**src/rtl/dds_phase_reader.sv**
```systemverilog
// DDS read stage: phase accumulator driving a waveform RAM read port, a valid
// pipeline that tracks the RAM read latency, and a registered amplitude scaler.
module dds_phase_reader #(
  parameter int PHASE_WIDTH = 32,
  parameter int ADDR_WIDTH  = 10,
  parameter int DATA_WIDTH  = 16,
  parameter int AMP_WIDTH   = 16,
  parameter int RAM_LATENCY = 2
) (
  input  logic                          clk,
  input  logic                          rst,
  input  logic                          en,
  input  logic                          phase_clr,
  input  logic                          cfg_wr,
  input  logic [PHASE_WIDTH-1:0]        cfg_ftw,
  input  logic [PHASE_WIDTH-1:0]        cfg_pow,
  input  logic                          cfg_deferred,
  input  logic [AMP_WIDTH-1:0]          amp,
  output logic                          ram_we,
  output logic [ADDR_WIDTH-1:0]         ram_addr,
  output logic [DATA_WIDTH-1:0]         ram_din,
  input  logic signed [DATA_WIDTH-1:0]  ram_dout,
  output logic                          cfg_pending,
  output logic                          phase_wrap,
  output logic signed [DATA_WIDTH-1:0]  dds_out,
  output logic                          dds_valid
);

  localparam int PROD_W = DATA_WIDTH + AMP_WIDTH + 1;

  function automatic logic signed [DATA_WIDTH-1:0] scale_sample(
    input logic signed [DATA_WIDTH-1:0] s,
    input logic [AMP_WIDTH-1:0]         a
  );
    logic signed [PROD_W-1:0] s_ext;
    logic signed [PROD_W-1:0] a_ext;
    logic signed [PROD_W-1:0] prod;
    logic signed [PROD_W-1:0] shifted;
    s_ext   = $signed({{(AMP_WIDTH+1){s[DATA_WIDTH-1]}}, s});
    a_ext   = $signed({{(DATA_WIDTH+1){1'b0}}, a});
    prod    = s_ext * a_ext;
    shifted = prod >>> AMP_WIDTH;
    return shifted[DATA_WIDTH-1:0];
  endfunction

  logic [PHASE_WIDTH-1:0]        phase_acc_q,  phase_acc_d;
  logic [PHASE_WIDTH-1:0]        ftw_active_q, ftw_active_d;
  logic [PHASE_WIDTH-1:0]        pow_active_q, pow_active_d;
  logic [PHASE_WIDTH-1:0]        ftw_shadow_q, ftw_shadow_d;
  logic [PHASE_WIDTH-1:0]        pow_shadow_q, pow_shadow_d;
  logic                          cfg_pending_q, cfg_pending_d;
  logic                          phase_wrap_q, phase_wrap_d;
  logic [ADDR_WIDTH-1:0]         ram_addr_p0_q, ram_addr_p0_d;
  logic [RAM_LATENCY:0]          vld_q, vld_d;
  logic signed [DATA_WIDTH-1:0]  dds_out_p2_q, dds_out_p2_d;
  logic                          dds_valid_p2_q, dds_valid_p2_d;

  logic [PHASE_WIDTH:0]          acc_sum;
  logic [PHASE_WIDTH-1:0]        addr_phase;
  logic                          wrap_evt;

  assign acc_sum    = {1'b0, phase_acc_q} + {1'b0, ftw_active_q};
  assign addr_phase = phase_acc_q + pow_active_q;
  assign wrap_evt   = en && !phase_clr && acc_sum[PHASE_WIDTH];

  always_comb begin
    phase_acc_d    = phase_acc_q;
    phase_wrap_d   = 1'b0;
    ftw_active_d   = ftw_active_q;
    pow_active_d   = pow_active_q;
    ftw_shadow_d   = ftw_shadow_q;
    pow_shadow_d   = pow_shadow_q;
    cfg_pending_d  = cfg_pending_q;
    ram_addr_p0_d  = ram_addr_p0_q;
    vld_d          = {vld_q[RAM_LATENCY-1:0], en};
    dds_out_p2_d   = dds_out_p2_q;
    dds_valid_p2_d = vld_q[RAM_LATENCY];

    // Stage p0: accumulator and address issue (address uses pre-increment phase)
    if (phase_clr) begin
      phase_acc_d = '0;
    end else if (en) begin
      phase_acc_d  = acc_sum[PHASE_WIDTH-1:0];
      phase_wrap_d = acc_sum[PHASE_WIDTH];
    end
    if (en) begin
      ram_addr_p0_d = addr_phase[PHASE_WIDTH-1 -: ADDR_WIDTH];
    end

    // A deferred write landing on the wrap edge applies the previous shadow
    // and re-arms the pending flag for the newly written words.
    if (cfg_wr && !cfg_deferred) begin
      ftw_active_d  = cfg_ftw;
      pow_active_d  = cfg_pow;
      ftw_shadow_d  = cfg_ftw;
      pow_shadow_d  = cfg_pow;
      cfg_pending_d = 1'b0;
    end else begin
      if (wrap_evt && cfg_pending_q) begin
        ftw_active_d  = ftw_shadow_q;
        pow_active_d  = pow_shadow_q;
        cfg_pending_d = 1'b0;
      end
      if (cfg_wr) begin
        ftw_shadow_d  = cfg_ftw;
        pow_shadow_d  = cfg_pow;
        cfg_pending_d = 1'b1;
      end
    end

    // Stage p2: capture the returned sample and scale it
    if (vld_q[RAM_LATENCY]) begin
      dds_out_p2_d = scale_sample(ram_dout, amp);
    end
  end

  always_ff @(posedge clk) begin
    if (rst) begin
      phase_acc_q    <= '0;
      phase_wrap_q   <= 1'b0;
      ftw_active_q   <= '0;
      pow_active_q   <= '0;
      ftw_shadow_q   <= '0;
      pow_shadow_q   <= '0;
      cfg_pending_q  <= 1'b0;
      ram_addr_p0_q  <= '0;
      vld_q          <= '0;
      dds_out_p2_q   <= '0;
      dds_valid_p2_q <= 1'b0;
    end else begin
      phase_acc_q    <= phase_acc_d;
      phase_wrap_q   <= phase_wrap_d;
      ftw_active_q   <= ftw_active_d;
      pow_active_q   <= pow_active_d;
      ftw_shadow_q   <= ftw_shadow_d;
      pow_shadow_q   <= pow_shadow_d;
      cfg_pending_q  <= cfg_pending_d;
      ram_addr_p0_q  <= ram_addr_p0_d;
      vld_q          <= vld_d;
      dds_out_p2_q   <= dds_out_p2_d;
      dds_valid_p2_q <= dds_valid_p2_d;
    end
  end

  assign ram_we      = 1'b0;
  assign ram_din     = '0;
  assign ram_addr    = ram_addr_p0_q;
  assign cfg_pending = cfg_pending_q;
  assign phase_wrap  = phase_wrap_q;
  assign dds_out     = dds_out_p2_q;
  assign dds_valid   = dds_valid_p2_q;

endmodule

```
**config.mk**
```make
export PLATFORM = sky130hd
export DESIGN_NAME = dds_phase_reader
export DESIGN_NICKNAME = d
export VERILOG_FILES = /design/src/rtl/dds_phase_reader.sv
export SDC_FILE = /design/constraint.sdc
export NUM_CORES = 1
export LEC_CHECK = 0
export CORE_ASPECT_RATIO = 2
export CORE_MARGIN = 1.5
export CORE_UTILIZATION = 35
export DETAILED_ROUTE_END_ITERATION = 12
export PLACE_DENSITY = 0.54
export SLEW_MARGIN = 0
export SYNTH_ARGS = -nofsm -noshare
export SYNTH_HDL_FRONTEND = slang
export SYNTH_SLANG_ARGS = --single-unit
```
**constraint.sdc**
```tcl
create_clock -name clk -period 8.6 [get_ports clk]
set_clock_uncertainty 0.05 [all_clocks]
set_input_delay 2.58 -clock clk [delete_from_list [all_inputs] [get_ports clk]]
set_output_delay 2.58 -clock clk [all_outputs]
set_load 0.03 [all_outputs]
```
[Word-level counts from Yosys, hierarchy flattened]
Index checks and enable logic that the tools add are counted.
Storage, ports and cells
  flip-flop bits (word level): 192
  bits of input ports: 102
  output and inout bits: 46
  word-level logic and storage cells: 37
Operators by class
  add/sub/neg operators: 2
  multiply operators: 1
  muxes and demuxes: 10
  bitwise gates (word level): 1
  reductions and logical operators: 12
Operators by type and width (count)
  2-to-1 mux 32 bit: 8
  adder 32 x 32 -> 33 bit: 1
  adder 32 bit: 1
  multiplier 16 x 17 -> 32 bit: 1
  nonzero test 2 bit: 3
  logical AND 1 bit: 4
  OR reduction 2 bit: 2
  OR reduction 3 bit: 1
  zero test 1 bit: 2
  2-to-1 mux 1 bit: 2
  inverter 1 bit: 1

[Longest topological paths before layout]
  word-level depth: 6
  mapped depth: 23
  depth with buffers taken out: 22

[Least setup slack after synthesis]
OpenSTA, ideal clock, no wires.
  path kind: input port to flip-flop
  start: input ram_dout[1]
  end: register dds_out_p2_q[12], in the netlist dds_out[12]
  library setup time: 0.117 ns
  data arrival time: 7.816 ns
  required time: 8.433 ns
  slack: 0.617 ns
  cell stages on the path: 21
  path buffers: 1
  path through: clkbuf_1 nand2_1 fa_1 fa_1 fa_1 inv_1 fa_1 fa_1 inv_1 fa_1 inv_1 ha_1 a211oi_1 o21ai_0 a21oi_1 o211ai_1 a21oi_1 o221ai_1 o31ai_1 xnor2_1 a22o_1
On the way
  cells in the longest elaborated chain, start to end: 1
Ends and longest elaborated chain
  start: declaration: line 22  | input logic signed [DATA_WIDTH-1:0] ram_dout,
  multiplier 16 x 17 -> 32 bit: line 41  | prod = s_ext * a_ext;
  end signal: assignment: line 140  | dds_out_p2_q <= dds_out_p2_d;
  end: declaration: line 55  | logic signed [DATA_WIDTH-1:0] dds_out_p2_q, dds_out_p2_d;
Every way passes these cells.
A chain may end at the register's enable or synchronous reset.

[Worst setup path in the final report]
  start: input amp[3]
  end: register dds_out_p2_q[14], in the netlist dds_out[14]
On the way
  cells in the longest elaborated chain, start to end: 1
Ends and longest elaborated chain
  start: declaration: line 18  | input logic [AMP_WIDTH-1:0] amp,
  multiplier 16 x 17 -> 32 bit: line 41
Every way passes these cells.

==> flow_summary.toml <==
[status]
status = "finished clean"

[detailed_routing]
drc = 0
drtIter0Drc = 482
drt-pass1-iter-count = 4
m1WireLength_um = 16600
highest_layer = "met5"
ant_nets = 0
dr_wl_met2_um = 30600
wl_um = 53600
via_count = 14235
via_per_inst = 5.00
wl_met3_um = 1820
wire_per_inst_um = 18.8

[timing]
hold_slack_ns = 0.387
rsz0062_at_grt = "no"
worstMarginPinSlew_ns = 0.965
clock.fmax_ghz = 0.120
post-route-min-period_ns = 8.36
finalSetupTns_ns = 0
relSlewSlack = 0.357
setup_viol = 0
report.final.slew_viol_count = 0
hold_viol_final = 0
period_share = 0.972

[yosys]
syn-cell-area_um2 = 18100
synth_flop_cell = "dfxtp_1"
synth_cell_types = 65
synthArstFlopShare = 0
ys_warn_count = 0
synth_most_common_cell = "nand2_1"
synth_cells = 2023
synth_edf_count = 0
synth_area_per_cell_um2 = 8.96
ys_top_cells_by_area = "fa_1 (21%), dfxtp_1 (21%), ha_1 (12%), nand2_1 (5.9%), mux2i_1 (5.1%)"
ys_seq_area_frac = 0.212
synth-seq-cells = 192
synth_top_area_cell = "fa_1"
synth.top_cell.area_share = 0.214
synthTopCellsByCount = "nand2_1 (286), inv_1 (243), nor2_1 (205)"

[critical_path]
path_delay_family = "adder cells"
critPathArrivalTime_ns = 8.66
path_buf_inv = 8
start_kind = "primary input"
cp_slowest_cell = "fa_1"
crit_top_cell = "fa_1"
cp.required_ns = 8.90
max_stage_delay_ns = 0.61
crit_fanout = 12
crit_path_end_kind = "register"
crit_type = "in2reg"

[clocking]
clkTransAtPathRegs_ns = 0.07
cts_buffers = 17
htreeDepth = 4
clock_sinks = 192
clkLatencyLatePin_ns = 0.45
root_buffer = "clkbuf_16"
cts_tree = "yes"
cts_buffer_depth = 2

[global_routing]
grt_pass1_vias = 15650
groute.usage.overall = 0.211
grt_pass1_wl_um = 84400
antenna_found_initial = 1
grt_max_degree = 78
gr-total-overflow = 0

[final_layout]
area_growth_pct = 17.4
final_cells = 2847
drive_above_1_share = 0.0994
final_nets = 2652
antenna_cells = 0
finalCoreUtilization = 0.417
fin_area_um2 = 21300

[power]
powerDensity_nw_per_um2 = 288
p_leak_nw = 10.2
vdd_ir_drop_max_uv = 315

[placement]
dpl.hpwl_um = 44400
portBuffers = 130
place_congestion = 0.931
placedCellCount = 2813
placed_area_um2 = 20600

[floorplan]
rows = 117
dieHeight_um = 325
die-area_um2 = 53300
start_util = 0.355
die_x_um = 164
io_pins = 148
core_um2 = 51100

[run]
cap_viol_max_count = 0

[min_path]
hold_class = "reg2reg"
[cell usage in the layout (no fill, tap or decap), types with 14 or more instances in the layout]
cell             synthesis  layout
inv_1                  243     243
a311oi_2                57      57
nor2_1                 205     205
clkdlybuf4s50_1          0     109
nor2b_1                 15      14
a21oi_1                 47      45
a21o_1                  34      34
and2_1                 120     120
mux2i_1                 93      93
nand2b_1                18      16
o21ai_0                 30      30
nand2_1                286     286
buf_4                   21     104
dlymetal6s2s_1           0      18
nand3_1                 19      19
ha_1                   176     175
xnor2_1                 31      31
fa_1                   194     193
clkbuf_16                0      17
dfxtp_1                192     192
conb_1                   1      17
xor2_1                  17      17
[state kept, by name, indices dropped and copies added (netlist names)]
register	flops
vld_q	3
dds_out	16
phase_wrap	1
pow_shadow_q	32
ftw_shadow_q	32
cfg_pending	1
ram_addr	10
phase_acc_q	32
pow_active_q	32
dds_valid	1
ftw_active_q	32
[path summary, 6_finish.rpt]
path / start / to / slack, ns / cells after the start
hold reg to reg: vld_q[1] / vld_q[2] / 0.39 / 1
setup reg to reg: phase_acc_q[0] / pow_active_q[22] / 4.31 / 13
setup / recovery: amp[3] / dds_out[14] / 0.24 / 25
hold / removal: vld_q[1] / vld_q[2] / 0.39 / 1
[power by group]
| group | total, mW | switching (mW) | internal [mW] | leakage (nW) |
|---|---|---|---|---|
| clock network | 0.838 | 0.373 | 0.465 | 0.285 |
| logic | 4.29 | 2.28 | 2.01 | 8.33 |
| registers | 1.01 | 0.0503 | 0.956 | 1.58 |
[final cells by class]
cell class / count / area, um2
Inverter: 243 / 912
Fill cell: 5183 / 29800
Clock buffer: 19 / 443
Clock inverter: 13 / 161
Sequential cell: 192 / 3840
Timing Repair Buffer: 237 / 2170
Multi-Input combinational cell: 1489 / 13000
Tap cell: 654 / 818
[worst reg2reg max path: stages (launching register included)]
cell and delay (ns):
dfxtp_1 0.33, ha_1 0.23, inv_1 0.08, fa_1 0.20
nor2b_1 0.07, o2111a_1 0.26, o311a_1 0.41, nand3b_2 0.16
a21boi_2 0.08, o31ai_2 0.63, nand2b_2 0.83, buf_4 0.48
nand2_1 0.15, a311oi_2 0.26
[routing by layer]
| metal | global-route usage | vias to the layer above |
|---|---|---|
| met5 | 0 | - |
| met4 | 0.158 | 2 |
| met3 | 0.0352 | 137 |
| met2 | 0.416 | 283 |
| met1 | 0.181 | 6939 |
| li1 | - | 6874 |
[repair_timing]
action	in CTS	in global routing
buffers inserted	1	1
setup endpoints to repair	8	8
resized for setup	1	26
pin swaps	1	5
hold buffers	0	0
[cells by family (layout without fill, tap and decap cells)]
group | count (synthesis) | after routing | synth area share
multiplexers | 93 | 93 | 0.0513
other | 1 | 17 | 0.000207
buffers and inverters | 358 | 512 | 0.0798
adder cells (fa/ha/maj) | 370 | 370 | 0.336
AO/OA/AOI/OAI | 252 | 252 | 0.121
XOR/XNOR | 48 | 48 | 0.0232
flip-flops | 192 | 192 | 0.212
AND/OR/NAND/NOR | 709 | 709 | 0.177
[per-stage QoR]
| stage | total power [mW] | worst slack [ns] |
|---|---|---|
| floorplan | 3.64 | 0.617 |
| detailed placement | 5.23 | -0.621 |
| global placement | 5.16 | -0.577 |
| CTS | 6.16 | 0.00367 |
| global route | 6.74 | 0.0352 |
| finish | 6.13 | 0.240 |
Power figures use the tool's default switching activity.
